## src/rtl/imem_arb_pkg.sv

```systemverilog
// Shared types for the instruction-memory arbiter: FSM state encoding and
// requester identifiers.
package imem_arb_pkg;

    typedef enum logic [1:0] {
        IDLE  = 2'd0,
        ISSUE = 2'd1,
        WAIT  = 2'd2,
        ACK   = 2'd3
    } state_t;

    typedef enum logic {
        REQ_F = 1'b0,
        REQ_L = 1'b1
    } req_id_t;

endpackage

```

## src/rtl/imem_arb_select.sv

```systemverilog
// Tie-break between fetch and loader, with a starvation counter that lets
// fetch win a tie after STARVE_MAX consecutive tie losses.
module imem_arb_select
    import imem_arb_pkg::*;
#(
    parameter int STARVE_MAX  = 4,
    parameter bit LOADER_PRIO = 1'b1
) (
    input  logic    clk,
    input  logic    sys_rst,
    input  logic    f_req,
    input  logic    l_req,
    input  logic    grant,
    output req_id_t winner
);

    localparam int SW = (STARVE_MAX < 1) ? 1 : $clog2(STARVE_MAX + 1);

    logic [SW-1:0] starve_cnt;
    logic          tie;

    assign tie = f_req & l_req;

    always_comb begin
        winner = REQ_F;
        if (l_req && !f_req) begin
            winner = REQ_L;
        end else if (tie && LOADER_PRIO && (starve_cnt != SW'(STARVE_MAX))) begin
            winner = REQ_L;
        end
    end

    // Only loader wins on a tie count as starvation; any fetch grant clears it.
    always_ff @(posedge clk or negedge sys_rst) begin
        if (!sys_rst) begin
            starve_cnt <= '0;
        end else if (grant) begin
            if (winner == REQ_F) begin
                starve_cnt <= '0;
            end else if (tie) begin
                starve_cnt <= starve_cnt + 1'b1;
            end
        end
    end

endmodule

```

## src/rtl/imem_arbiter.sv

```systemverilog
// Shares the single-port instruction SRAM between the fetch port and the
// loader/debug port through an IDLE/ISSUE/WAIT/ACK sequence.
module imem_arbiter
    import imem_arb_pkg::*;
#(
    parameter int AW          = 5,
    parameter int DW          = 32,
    parameter int WAIT_CYC    = 1,
    parameter int STARVE_MAX  = 4,
    parameter bit LOADER_PRIO = 1'b1
) (
    input  logic          clk,
    input  logic          sys_rst,
    input  logic          f_req,
    input  logic [AW-1:0] f_addr,
    output logic          f_ack,
    output logic [DW-1:0] f_rdata,
    input  logic          l_req,
    input  logic          l_we,
    input  logic [AW-1:0] l_addr,
    input  logic [DW-1:0] l_wdata,
    output logic          l_ack,
    output logic [DW-1:0] l_rdata,
    output logic          m_en,
    output logic          m_we,
    output logic [AW-1:0] m_addr,
    output logic [DW-1:0] m_wdata,
    input  logic [DW-1:0] m_rdata,
    output logic          busy,
    output logic [7:0]    conflict_cnt
);

    localparam int WCW = $clog2(WAIT_CYC + 1);

    state_t         state;
    req_id_t        winner;
    req_id_t        owner;
    logic [WCW-1:0] wait_cnt;
    logic           grant;

    assign grant = (state == IDLE) && (f_req || l_req);

    imem_arb_select #(
        .STARVE_MAX  (STARVE_MAX),
        .LOADER_PRIO (LOADER_PRIO)
    ) u_select (
        .clk     (clk),
        .sys_rst (sys_rst),
        .f_req   (f_req),
        .l_req   (l_req),
        .grant   (grant),
        .winner  (winner)
    );

    // m_addr/m_wdata double as the latched command; m_we keeps the latched
    // direction through ISSUE so the ISSUE step can pick write vs read.
    always_ff @(posedge clk or negedge sys_rst) begin
        if (!sys_rst) begin
            state        <= IDLE;
            owner        <= REQ_F;
            wait_cnt     <= '0;
            m_en         <= 1'b0;
            m_we         <= 1'b0;
            m_addr       <= '0;
            m_wdata      <= '0;
            f_ack        <= 1'b0;
            l_ack        <= 1'b0;
            f_rdata      <= '0;
            l_rdata      <= '0;
            busy         <= 1'b0;
            conflict_cnt <= '0;
        end else begin
            case (state)
                IDLE: begin
                    if (f_req && l_req && (conflict_cnt != 8'hFF)) begin
                        conflict_cnt <= conflict_cnt + 8'd1;
                    end
                    if (grant) begin
                        owner <= winner;
                        busy  <= 1'b1;
                        m_en  <= 1'b1;
                        state <= ISSUE;
                        if (winner == REQ_L) begin
                            m_we    <= l_we;
                            m_addr  <= l_addr;
                            m_wdata <= l_wdata;
                        end else begin
                            m_we   <= 1'b0;
                            m_addr <= f_addr;
                        end
                    end
                end
                ISSUE: begin
                    m_en <= 1'b0;
                    m_we <= 1'b0;
                    if (m_we) begin
                        state <= ACK;
                        f_ack <= (owner == REQ_F);
                        l_ack <= (owner == REQ_L);
                    end else begin
                        state    <= WAIT;
                        wait_cnt <= WCW'(WAIT_CYC);
                    end
                end
                WAIT: begin
                    if (wait_cnt == WCW'(1)) begin
                        if (owner == REQ_F) begin
                            f_rdata <= m_rdata;
                        end else begin
                            l_rdata <= m_rdata;
                        end
                        state <= ACK;
                        f_ack <= (owner == REQ_F);
                        l_ack <= (owner == REQ_L);
                    end else begin
                        wait_cnt <= wait_cnt - 1'b1;
                    end
                end
                ACK: begin
                    f_ack <= 1'b0;
                    l_ack <= 1'b0;
                    busy  <= 1'b0;
                    state <= IDLE;
                end
                default: state <= IDLE;
            endcase
        end
    end

endmodule

```

## config.mk

```make
export PLATFORM = sky130hd
export DESIGN_NAME = imem_arbiter
export DESIGN_NICKNAME = d
export VERILOG_FILES = /design/src/rtl/imem_arb_pkg.sv /design/src/rtl/imem_arb_select.sv /design/src/rtl/imem_arbiter.sv
export SDC_FILE = /design/constraint.sdc
export NUM_CORES = 1
export LEC_CHECK = 0
export BUFFER_PORTS_ARGS = -buffer_cell sky130_fd_sc_hd__buf_2
export CORE_MARGIN = 5
export CORE_UTILIZATION = 40
export CTS_CLUSTER_SIZE = 40
export DETAILED_ROUTE_END_ITERATION = 12
export PLACE_DENSITY_LB_ADDON = 0.1
export SLEW_MARGIN = 20
export SYNTH_ARGS = -nofsm -noshare
export SYNTH_HDL_FRONTEND = slang
export SYNTH_SLANG_ARGS = --single-unit
export TNS_END_PERCENT = 10
```

## constraint.sdc

```tcl
create_clock -name clk -period 4 [get_ports clk]
set_input_delay 0.4 -clock clk [delete_from_list [all_inputs] [get_ports clk]]
set_output_delay 0.4 -clock clk [all_outputs]
set_load 0.05 [all_outputs]
```

# After elaboration in Yosys (flattened, before gate mapping)
# Cells that the tools add are included.
[word_totals] out_inout_bits=114 inputBits=79 reg_bits=121 word_cells=76
[classes] n_reduce_logical=23 eq_ne=10 bitwise_logic=2 mux=24 add_sub_neg=3
[ops] op="$reduce_and A2 Y1" n=7
[ops] op="$mux W1" n=12
[ops] op="$reduce_and A3 Y1" n=4
[ops] op="$add A8 B1 Y8 const B" n=1
[ops] op="$ne A2 B2 Y1 const B" n=4
[ops] op="$ne A8 B8 Y1 const B" n=1
[ops] op="$pmux W1 S2" n=4
[ops] op="$pmux W2 S4" n=1
[ops] op="$mux W3" n=2
[ops] op="$pmux W1 S3" n=2
[ops] op="$reduce_bool A2 Y1" n=3
[ops] op="$logic_and A1 B1 Y1" n=5
[ops] op="$mux W5" n=1
[ops] op="$eq A2 B2 Y1 const B" n=2
[ops] op="$mux W2" n=2
[ops] op="$add A3 B1 Y3 const B" n=1
[ops] op="$ne A3 B3 Y1 const B" n=1
[ops] op="$reduce_bool A3 Y1" n=1
[ops] op="$eq A2 B1 Y1 const B" n=1
[ops] op="$logic_not A2 Y1" n=1
[ops] op="$ne A2 B1 Y1 const B" n=1
[ops] op="$and A1 B1 Y1" n=1
[ops] op="$logic_not A1 Y1" n=1
[ops] op="$logic_or A1 B1 Y1" n=1
[ops] op="other kinds (2)" n=2

# Depth between registers and ports, before layout
# Gate-level depths: netlist of the first run.
[logic_depth] word_depth=7 depth_mapped=7 mapped_depth_nobuf=5

# Hierarchy
# From an unflattened synthesis of the first run, not the netlist that was laid out.
[unflattened] hier_cells=327 hier_area_um2=4982.3
[modules_own_cells] module="imem_arbiter" n_inst=1 area_each_um2=4778.3 cells_per_inst=307 seq_area_each_um2=2952.8
[modules_own_cells] module="imem_arb_select" n_inst=1 area_each_um2=203.9 cells_per_inst=20 seq_area_each_um2=75.1

# Worst setup path after synthesis of the first run
# Ideal clock, no wire load.
[synth_timing] path_kind="register -> register" startpoint="register conflict_cnt[0]" endpoint="register conflict_cnt[1]" period_less_slack_ps=1798 setup_time_ps=125 path_slack_ps=2202 path_stages_with_launch=5 t_required_ps=3875 arrival_time_ps=1673 path_buffers=0 path_cell_list="dfrtp_1 -> ha_1 -> nand4_1 -> o21ai_0 -> mux2_2"
[synth_between] elab_chain_cells=3 word_cells_on_any_way=4 classes_between="add/sub (1); eq/ne (1); reduce/logical (2)"
[synth_lines] item="start: declaration" line_no="imem_arbiter.sv:30" source="output logic [7:0] conflict_cnt"
[synth_lines] item="start signal: assignment" line_no="imem_arbiter.sv:76" source="conflict_cnt <= conflict_cnt + 8'd1;"
[synth_lines] item="branches (longest 3 deep; another with $add A8 B1 Y8)"
# Several ways; the timed one is not identified.
# A chain may end at the register's enable or synchronous reset.

# Final worst setup path of the first run
[layout_timing] startpoint="register state[0]" endpoint="register m_wdata[30]"
[layout_between] elab_chain_cells=3
[layout_lines] item="start: declaration" line_no="imem_arbiter.sv:35" source="state_t state;"
[layout_lines] item="start signal: assignment" line_no="imem_arbiter.sv:59" source="state <= IDLE;"
[layout_lines] item="start signal: assignment" line_no="imem_arbiter.sv:82" source="state <= ISSUE;"
[layout_lines] item="start signal: assignment" line_no="imem_arbiter.sv:97" source="state <= ACK;"
[layout_lines] item="$logic_not A2 Y1 *" line_no="imem_arbiter.sv:41, imem_arbiter.sv:73"
[layout_lines] item="$logic_and A1 B1 Y1" line_no="imem_arbiter.sv:41" source="assign grant = (state == IDLE) && (f_req || l_req);"
[layout_lines] item="$reduce_and A3 Y1 (no line) *"
[layout_lines] item="end signal: assignment" line_no="imem_arbiter.sv:86" source="m_wdata <= l_wdata;"
[layout_lines] item="end: declaration" line_no="imem_arbiter.sv:27" source="output logic [DW-1:0] m_wdata,"
# Every way passes the cells marked *; elsewhere a longest branch is shown, timed or not.

==> results by group, run 1 <==
Status
  • Run status: completed

Global routing
  • Largest net degree at the start of global routing: 65
  • Vias in the first global route: 3537
  • Grt ovf: 0
  • Initial antenna violation count: 0
  • GRT Total Usage: 15.9%
  • First-pass GRT wire length: 18.0 mm

STA
  • Fin. Hold Viols: 0
  • Worst hold margin: ~0.056 ns
  • Final setup viols: 0
  • Setup TNS: 0 ns
  • Tcrit/Tclk final: 67.7%
  • Post-route minimum period: around 2.7 ns
  • Worst-margin pin slew: about 1.0 ns
  • RSZ-0062 raised after global routing: no
  • Max Clock Freq: 0.369 GHz
  • Headroom to the max-slew limit: around 30%
  • Slew Limit Fails: 0
  • Setup Skew: 0.00650 ns

Cells and area
  • Ant diodes: 0
  • Nets: about 630
  • Area Overhead vs Synth: 32.5%
  • Layout cells sized above 1: between 50% and 60%
  • FILL cells: 1141
  • Post-Layout Cell Count: between 700 and 800
  • Non-Filler Cell Area, Final: around 6700 um^2

Clock tree
  • Hold Buf Count CTS: 0
  • CTS tree: built
  • Post-CTS Resized: 0
  • Clock H-tree levels: 4
  • CTS Buf Count: 17
  • Worst-path clk slew: about 0.050 ns
  • Post-CTS setup buffers: 0
  • Clk Latency, worst-skew pair: a little over 0.4 ns
  • Clock root buffer master: clkbuf_16
  • CTS max path bufs: 2
  • Clock sink count: 121

Logic synthesis
  • Area of the mapped netlist: 5030 um^2
  • Post-synth ARST share: 100%
  • Unique masters post-synth: 40
  • Share of the synthesized area in the top cell type: approximately 60%
  • Count leader, synth: dfrtp_1
  • Largest family of logic cells by synthesized area: multiplexers
  • Yosys top cell by area: dfrtp_1
  • Synth cell count leaders: dfrtp_1, mux2_2, mux2_4, nand2_1, nand4_1
  • Syn_nets: 427
  • Ys Warns: 0
  • Register area share after synthesis: between 60 and 70%
  • Post-Syn Instances: between 300 and 400
  • Mux share of post-synthesis cell area: between 20% and 30%
  • Fraction of the mapped netlist area in adder cells: under 10%
  • Prevailing post-synth register cell: dfrtp_1
  • Top cells by area, synth: dfrtp_1, mux2_2, mux2_4
  • Post-Synth XOR/XNOR Area: 0.174%
  • Simple-gate share of the synthesized area: between 5 and 6%
  • Compound-Gate Fraction of Synth Area: a little under 4%
  • Number of synthesized register bits: 121
  • Synthesized area per cell: about 15 um^2
  • EDFF count, synth: 0

Worst setup path
  • Slowest stage cell, crit path: and3_2
  • Setup CP Type: register to register
  • CP arrival: between 2 and 3 ns
  • Crit Path Max Fanout: 33
  • CP Capture Type: register
  • Critical Path RT: 4.29 ns
  • Max incr delay on CP: a little over 1 ns
  • Crit path cell chain: inv_1, ha_1, and3_2, mux2_2
  • Critical Path Start Type: register

Floorplanning
  • Die area: approximately 15000 um^2
  • Core Rows: between 40 and 50
  • Ports: 193
  • Initial Util: about two fifths
  • Die height: approximately 120 um
  • Area of the core: 12500 um^2
  • Chip Width: 122 um

Routing
  • Vias after detailed routing: roughly 3500
  • DRT iter0 DRCs: between 150 and 200
  • 1st-pass router iterations: 4
  • Total wire length: 11.9 mm
  • Drt drc: 0
  • WL/cell: 16.4 um
  • Routed Antenna Nets: 0
  • Vias/cell: about 4.8

Placed design
  • Placed Area: roughly 6000 um^2
  • DP HPWL: between 8 and 9 mm
  • Placer Congestion: 0.743
  • Placed cell count: roughly 690
  • Port Buffers: about 190

Min path
  • Class of the worst hold path: primary input to async pin

Run
  • Max cap viols: 0
[cells by family after synthesis]
kind of cell | count (synthesis)
DFF | 121
muxes | 105
and+or+nand+nor | 54
AOI/OAI and AO/OA | 29
buffers and inverters | 24
adders and majority gates | 7
xor gates and xnor gates | 1
[worst max-delay path: cells and delay by family, from the launching register on]
kind,cells,cell delay [ns]
fa+ha+maj,1,0.60
simple gates,1,1.02
mux,1,0.41
flops,1,0.42
buf+inv,1,0.12
[sequential cells by signal (all words and copies together) (netlist names)]
name / count
f_rdata: 32
l_rdata: 32
m_wdata: 32
conflict_cnt: 8
m_addr: 5
u_select.starve_cnt: 3
state: 2
busy: 1
f_ack: 1
l_ack: 1
m_en: 1
m_we: 1
owner: 1
wait_cnt: 1
[final timing paths]
| path | start | to | slack, ns | cells past startpoint |
|---|---|---|---|---|
| worst max-delay path | state[0] | m_wdata[30] | 1.29 | 4 |
| min in group clk | l_wdata[18] | m_wdata[18] | 0.22 | 2 |
| worst min register to register | m_addr[4] | m_addr[4] | 0.50 | 2 |
| worst max register to register | state[0] | m_wdata[30] | 1.29 | 4 |
| max in group asynchronous | sys_rst | owner | 3.11 | 2 |
| worst min-delay path | sys_rst | f_rdata[11] | 0.06 | 1 |
[cells in the final DEF, fill, tap and decap left out, types with 2 or more instances in the layout]
master,instances
a21oi_1,4
and2_1,2
buf_2,191
buf_4,3
clkbuf_1,6
clkbuf_16,17
clkbuf_8,4
clkinv_2,3
dfrtp_1,121
ha_1,7
inv_1,8
mux2_2,74
mux2_4,29
mux2i_1,2
nand2_1,19
nand3_1,3
nand4_1,12
nor2_1,3
nor2b_1,3
nor3_1,3
o211ai_1,5
o21ai_0,8
or3_1,2
[through the flow]
step / utilization, % / setup slack, ns
after CTS: 53.5 / 1.29
after floorplan: - / 2.20
after global placement: 49.3 / 1.37
after detailed placement: 49.3 / 1.30
after global routing: 53.5 / 1.14
final: 53.5 / 1.29
[final cells by class]
cell class / instances / area [um^2] / share of cell area [%]
sequential: 121 / 3030 / 45.4
timing repair buffer: 195 / 998 / 15.0
clock inverter: 3 / 15.0 / 0.225
multi-input combinational: 196 / 1880 / 28.2
inverter: 8 / 30.0 / 0.450
tap: 172 / 215 / 3.23
clock buffer: 27 / 503 / 7.54
[routing by layer]
metal  vias up  global-route usage (%)  share of wire [%]
met5         -                       0                  0
met4         0                    7.56                1.6
met3        19                    4.18                5.4
met2       102                    26.9                 51
met1      1718                    19.0                 42
li1       1626                       -                  -
Power of run 1 is left out: the tool's default activity adds up to more than one toggle a clock period on the data nets, which glitch-free logic cannot reach.
==> inputs of run 2 (changes only) <==
- ABC_AREA: default -> 1
- clock period: 4 -> 2.6 ns (I/O delays scaled with it)
==> results by group, run 2 <==
STA
  • RSZ-0062 raised after global routing: no
  • Setup Skew: 0.00868 ns (+0.00218 ns)
  • Max Clock Freq: 0.509 GHz (+38%)
  • Final setup viols: 0 (unchanged)
  • Tcrit/Tclk final: 75.5% (+7.9 points)
  • Setup ws final: 0.636 ns (-0.657 ns)
  • Headroom to the max-slew limit: 59.2% (+29 points)
  • Slew Limit Fails: 0 (unchanged)
  • Setup TNS: 0 ns (unchanged)
  • Fin. Hold Viols: 0 (unchanged)
  • Post-route minimum period: 1.96 ns (-0.743 ns)
  • Worst-margin pin slew: 0.611 ns (-0.436 ns)

Floorplanning
  • Core Rows: 40 (-2.4%)
  • Area of the core: 12100 um^2 (-2.8%)
  • Ports: 193 (unchanged)
  • Chip Width: 122 um (-0.48%)
  • Die area: 14800 um^2 (-0.96%)
  • Initial Util: 41.1% (+0.75 points)
  • Die height: 122 um (-0.48%)

Logic synthesis
  • Unique masters post-synth: 25 (-38%)
  • Share of the synthesized area in the top cell type: 60.8% (+0.63 points)
  • Prevailing post-synth register cell: dfrtp_1
  • EDFF count, synth: 0 (unchanged)
  • Post-synth ARST share: 100% (unchanged)
  • Top cells by area, synth: dfrtp_1, nand2_1, o21ai_0
  • Synthesized area per cell: 8.99 um^2 (-39%)
  • Post-Syn Instances: 554 (+62%)
  • Ys Warns: 0 (unchanged)
  • Count leader, synth: nand2_1
  • Register area share after synthesis: 60.8% (+0.63 points)
  • Syn_nets: 640 (+50%)
  • Synth cell count leaders: nand2_1, dfrtp_1, o21ai_0, inv_1, nand3_1
  • Area of the mapped netlist: 4980 um^2 (-1.0%)
  • Yosys top cell by area: dfrtp_1
  • Number of synthesized register bits: 121 (unchanged)

Worst setup path
  • Setup CP Type: register to register
  • Crit Path Max Fanout: 33 (unchanged)
  • CP Capture Type: register
  • Critical Path RT: 2.87 ns (-1.42 ns)
  • CP arrival: 2.24 ns (-0.75 ns)
  • Critical Path Start Type: register

Routing
  • Total wire length: 12.7 mm (+7.1%)
  • DRT iter0 DRCs: 309 (+90%)
  • Vias/cell: 4.61 (-3.9%)
  • Drt drc: 0 (unchanged)
  • Routed Antenna Nets: 0 (unchanged)
  • Vias after detailed routing: 4283 (+24%)
  • WL/cell: 13.7 um (-17%)
  • 1st-pass router iterations: 4 (unchanged)

Run
  • Max cap viols: 0 (unchanged)

Global routing
  • Grt ovf: 0 (unchanged)
  • First-pass GRT wire length: 20.6 mm (+15%)
  • Initial antenna violation count: 0 (unchanged)
  • GRT Total Usage: 17.6% (+1.6 points)
  • Largest net degree at the start of global routing: 75 (+15%)
  • Vias in the first global route: 4286 (+21%)

Clock tree
  • CTS tree: built
  • CTS max path bufs: 2 (unchanged)
  • Worst-path clk slew: 0.05 ns (about the same)
  • Clock sink count: 121 (unchanged)
  • Clock H-tree levels: 4 (unchanged)
  • Post-CTS Resized: 0 (unchanged)
  • Post-CTS setup buffers: 0 (unchanged)
  • Hold Buf Count CTS: 1 (+1)
  • CTS Buf Count: 17 (unchanged)
  • Clock root buffer master: clkbuf_16
  • Clk Latency, worst-skew pair: 0.40 ns (about the same)

Cells and area
  • Most common cell after layout, fill and taps aside: buf_2
  • Commonest non-fill, non-tap cells in the layout: buf_2, nand2_1, dfrtp_1, o21ai_0, inv_1
  • Area Overhead vs Synth: 34.6%
  • Top flop regs: f_rdata (32), l_rdata (32), m_wdata (32)
  • Ant diodes: 0 (unchanged)
  • FILL cells: 1153 (+1.1%)
  • Layout cells sized above 1: 31.4% (-28 points)
  • Nets: 836 (+34%)

Placed design
  • DP HPWL: 9.30 mm (+10%)
  • Pre-CTS setup slack: 0.610 ns (-0.690 ns)
  • Placer Congestion: 0.803 (+8.1%)
  • Port Buffers: 192 (unchanged)

Min path
  • Class of the worst hold path: primary input to register

Status
  • Run status: completed
## run 2: cell types whose count changed after synthesis, moves of 8 or more
cell and change:
mux2_2 -74, nand2_1 +167, nor2_1 +8, o21ai_0 +66
clkbuf_1 +10, mux2_4 -29, nand3_1 +47, nand4_1 -10
inv_1 +50
## run 2: critical path, cell delays in order (launching register included)
cell     delay, ns
dfrtp_1       0.43
inv_1         0.11
ha_1          0.24
nand3_2       0.50
buf_4         0.41
nand2_1       0.06
o21ai_0       0.08
## run 2: area by class of cell
type,count,area (um^2),share of cell area [%]
flip-flops and latches,121,3030,45.2
multi-input cells,349,1610,24.1
repair buffers,201,1050,15.6
clock inverters,8,95.1,1.42
well taps,168,210,3.14
inverters,60,225,3.36
clock buffers,22,484,7.22
## run 2: logic make-up (layout without fill, tap and decap cells)
family                     count (synthesis)  after routing  share of synthesized area, %
adders and majority gates                  7              7                          1.76
AOI/OAI and AO/OA                         80             80                          8.26
buffers and inverters                     84            291                          7.01
xor gates and xnor gates                   2              2                         0.352
DFF                                      121            121                          60.8
and+or+nand+nor                          260            260                          21.8
## run 2: path summary, 6_finish.rpt
kind | startpoint | end | slack [ns] | depth (start not counted)
min in group asynchronous | sys_rst | m_addr[4] | 0.34 | 2
setup reg to reg | state[0] | l_rdata[21] | 0.64 | 6
max in group asynchronous | sys_rst | f_rdata[13] | 1.56 | 3
setup / recovery | state[0] | l_rdata[21] | 0.64 | 6
hold / removal | l_wdata[5] | m_wdata[5] | 0.09 | 3
hold reg to reg | m_wdata[12] | m_wdata[12] | 0.46 | 2
## run 2: per-stage QoR
step,util [%],cell area (um^2),cells,hold WS [ns]
2_1_floorplan,-,4980,554,-0.0356
3_3_place_gp,50.5,6110,898,0.185
3_5_place_dp,50.5,6110,898,0.188
4_1_cts,55.3,6700,929,0.0767
5_1_grt,55.3,6700,929,0.0895
6_report,55.3,6700,929,0.0944
## run 2: per-layer routing
metal,GRT usage (%),share of wire (%),up-vias
met5,0,0,-
met4,6.79,1.7,0
met3,6.69,8.9,18
met2,27.8,46,152
met1,21.9,43,1973
li1,-,-,2140
Power of run 2 is left out for the same reason.
==> inputs of run 3 (changes only) <==
- clock period: 2.6 -> 2 ns (I/O delays scaled with it)
==> results by group, run 3 (synthesis gave the netlist of run 2 again) <==
STA
  • Fin. Hold Viols: 0 (unchanged)
  • Slew Limit Fails: 0 (unchanged)
  • Headroom to the max-slew limit: 64.7% (+5.5 points)
  • Worst-margin pin slew: 0.530 ns (-0.0817 ns)
  • Tcrit/Tclk final: 80.4% (+4.8 points)
  • Post-route minimum period: 1.61 ns (-0.356 ns)
  • Max Clock Freq: 0.622 GHz (+22%)
  • Setup TNS: 0 ns (unchanged)
  • Setup Skew: 0.00687 ns (-0.00181 ns)
  • RSZ-0062 raised after global routing: no
  • Final setup viols: 0 (unchanged)

Routing
  • Total wire length: 12.8 mm (+0.98%)
  • Vias/cell: 4.62 (+0.12%)
  • Routed Antenna Nets: 0 (unchanged)
  • Vias after detailed routing: 4302 (+0.44%)
  • 1st-pass router iterations: 4 (unchanged)
  • DRT iter0 DRCs: 298 (-3.6%)
  • WL/cell: 13.7 um (+0.65%)
  • Drt drc: 0 (unchanged)

Clock tree
  • CTS Buf Count: 17 (unchanged)
  • Post-CTS setup buffers: 0 (unchanged)
  • Clock H-tree levels: 4 (unchanged)
  • Clock sink count: 121 (unchanged)
  • Worst-path clk slew: 0.05 ns (about the same)
  • Clk Latency, worst-skew pair: 0.40 ns (about the same)
  • CTS tree: built
  • Clock root buffer master: clkbuf_16
  • CTS max path bufs: 2 (unchanged)

Worst setup path
  • Critical Path RT: 2.30 ns (-0.57 ns)
  • CP Capture Type: register
  • Crit Path Max Fanout: 8 (-76%)
  • Slowest stage cell, crit path: dfrtp_1
  • CP arrival: 1.91 ns (-0.33 ns)
  • Max incr delay on CP: 0.42 ns (-0.08 ns)
  • Setup CP Type: register to register
  • R2R setup slack: 0.39 ns (-0.24 ns)
  • Crit path cell chain: inv_1, ha_1, buf_4, o21ai_2, inv_2, nand2_1, o21ai_0
  • Critical Path Start Type: register

Cells and area
  • Area Overhead vs Synth: 36.3%
  • Top flop regs: f_rdata (32), l_rdata (32), m_wdata (32)
  • Commonest non-fill, non-tap cells in the layout: buf_2, nand2_1, dfrtp_1, o21ai_0, inv_1
  • Most common cell after layout, fill and taps aside: buf_2
  • Ant diodes: 0 (unchanged)
  • Nets: 838 (+0.24%)
  • Layout cells sized above 1: 31.3% (-0.12 points)

Global routing
  • Largest net degree at the start of global routing: 65 (-13%)
  • GRT Total Usage: 17.3% (-0.31 points)
  • First-pass GRT wire length: 20.1 mm (-2.5%)
  • Vias in the first global route: 4088 (-4.6%)
  • Initial antenna violation count: 0 (unchanged)
  • Grt ovf: 0 (unchanged)

Placed design
  • Placer Congestion: 0.772 (-3.8%)
  • Port Buffers: 192 (unchanged)
  • DP HPWL: 9.28 mm (-0.17%)

Floorplanning
  • Die area: 14800 um^2 (unchanged)
  • Chip Width: 122 um (unchanged)
  • Die height: 122 um (unchanged)
  • Ports: 193 (unchanged)
  • Initial Util: 41.1% (unchanged)
  • Core Rows: 40 (unchanged)
  • Area of the core: 12100 um^2 (unchanged)

Run
  • Max cap viols: 0 (unchanged)

Min path
  • Class of the worst hold path: primary input to register

Status
  • Run status: completed
-- run 3: cell count changes in the layout (fill, tap and decap cells not counted), sizes merged --
cell and change:
clkinvlp -2, clkbuf +1, bufinv +2, buf +2
-- run 3: per-stage QoR --
stage	utilization, %	hold WS [ns]	setup slack, ns	cell area (um^2)	std cells
2_1_floorplan	-	-0.0956	0.343	4980	554
3_3_place_gp	50.9	0.207	0.448	6170	900
3_5_place_dp	50.9	0.216	0.369	6170	900
4_1_cts	56.0	0.00985	0.358	6790	932
5_1_grt	56.0	0.0220	0.232	6790	932
6_report	56.0	0.0324	0.392	6790	932
-- run 3: path summary, 6_finish.rpt --
path / startpoint / to / depth (start not counted)
max: state[0] / m_we / 7
min: l_wdata[22] / m_wdata[22] / 3
max reg2reg: state[0] / m_we / 7
min reg2reg: m_wdata[0] / m_wdata[0] / 2
max in group asynchronous: sys_rst / f_rdata[8] / 3
min in group asynchronous: sys_rst / m_wdata[30] / 2
-- run 3: layout make-up --
class	count	area, um^2
Fill cell	1168	5320
Sequential cell	121	3030
Multi-Input combinational cell	349	1610
Timing Repair Buffer	203	1100
Clock buffer	23	468
Inverter	60	225
Tap cell	168	210
Clock inverter	8	144
-- run 3: repair_timing --
action / in CTS / in global routing
hold buffers: 1 / 0
resized for setup: 0 / 0
hold endpoints to repair: 33 / 0
-- run 3: per-layer routing --
| layer | part of all wire (%) | track usage [%] |
|---|---|---|
| met1 | 44 | 22.1 |
| met2 | 47 | 27.2 |
| met3 | 8.5 | 5.99 |
| met4 | 1.2 | 6.30 |
| met5 | 0 | 0 |
-- run 3: critical path, delay by kind of cell (launching register included) --
kind                     cells  cell delay, ns
buffers and inverters        3            0.46
flip-flops                   1            0.42
AND/OR/NAND/NOR              1            0.08
adder cells (fa/ha/maj)      1            0.19
AO/OA/AOI/OAI                2            0.36
Power of run 3 is left out for the same reason.
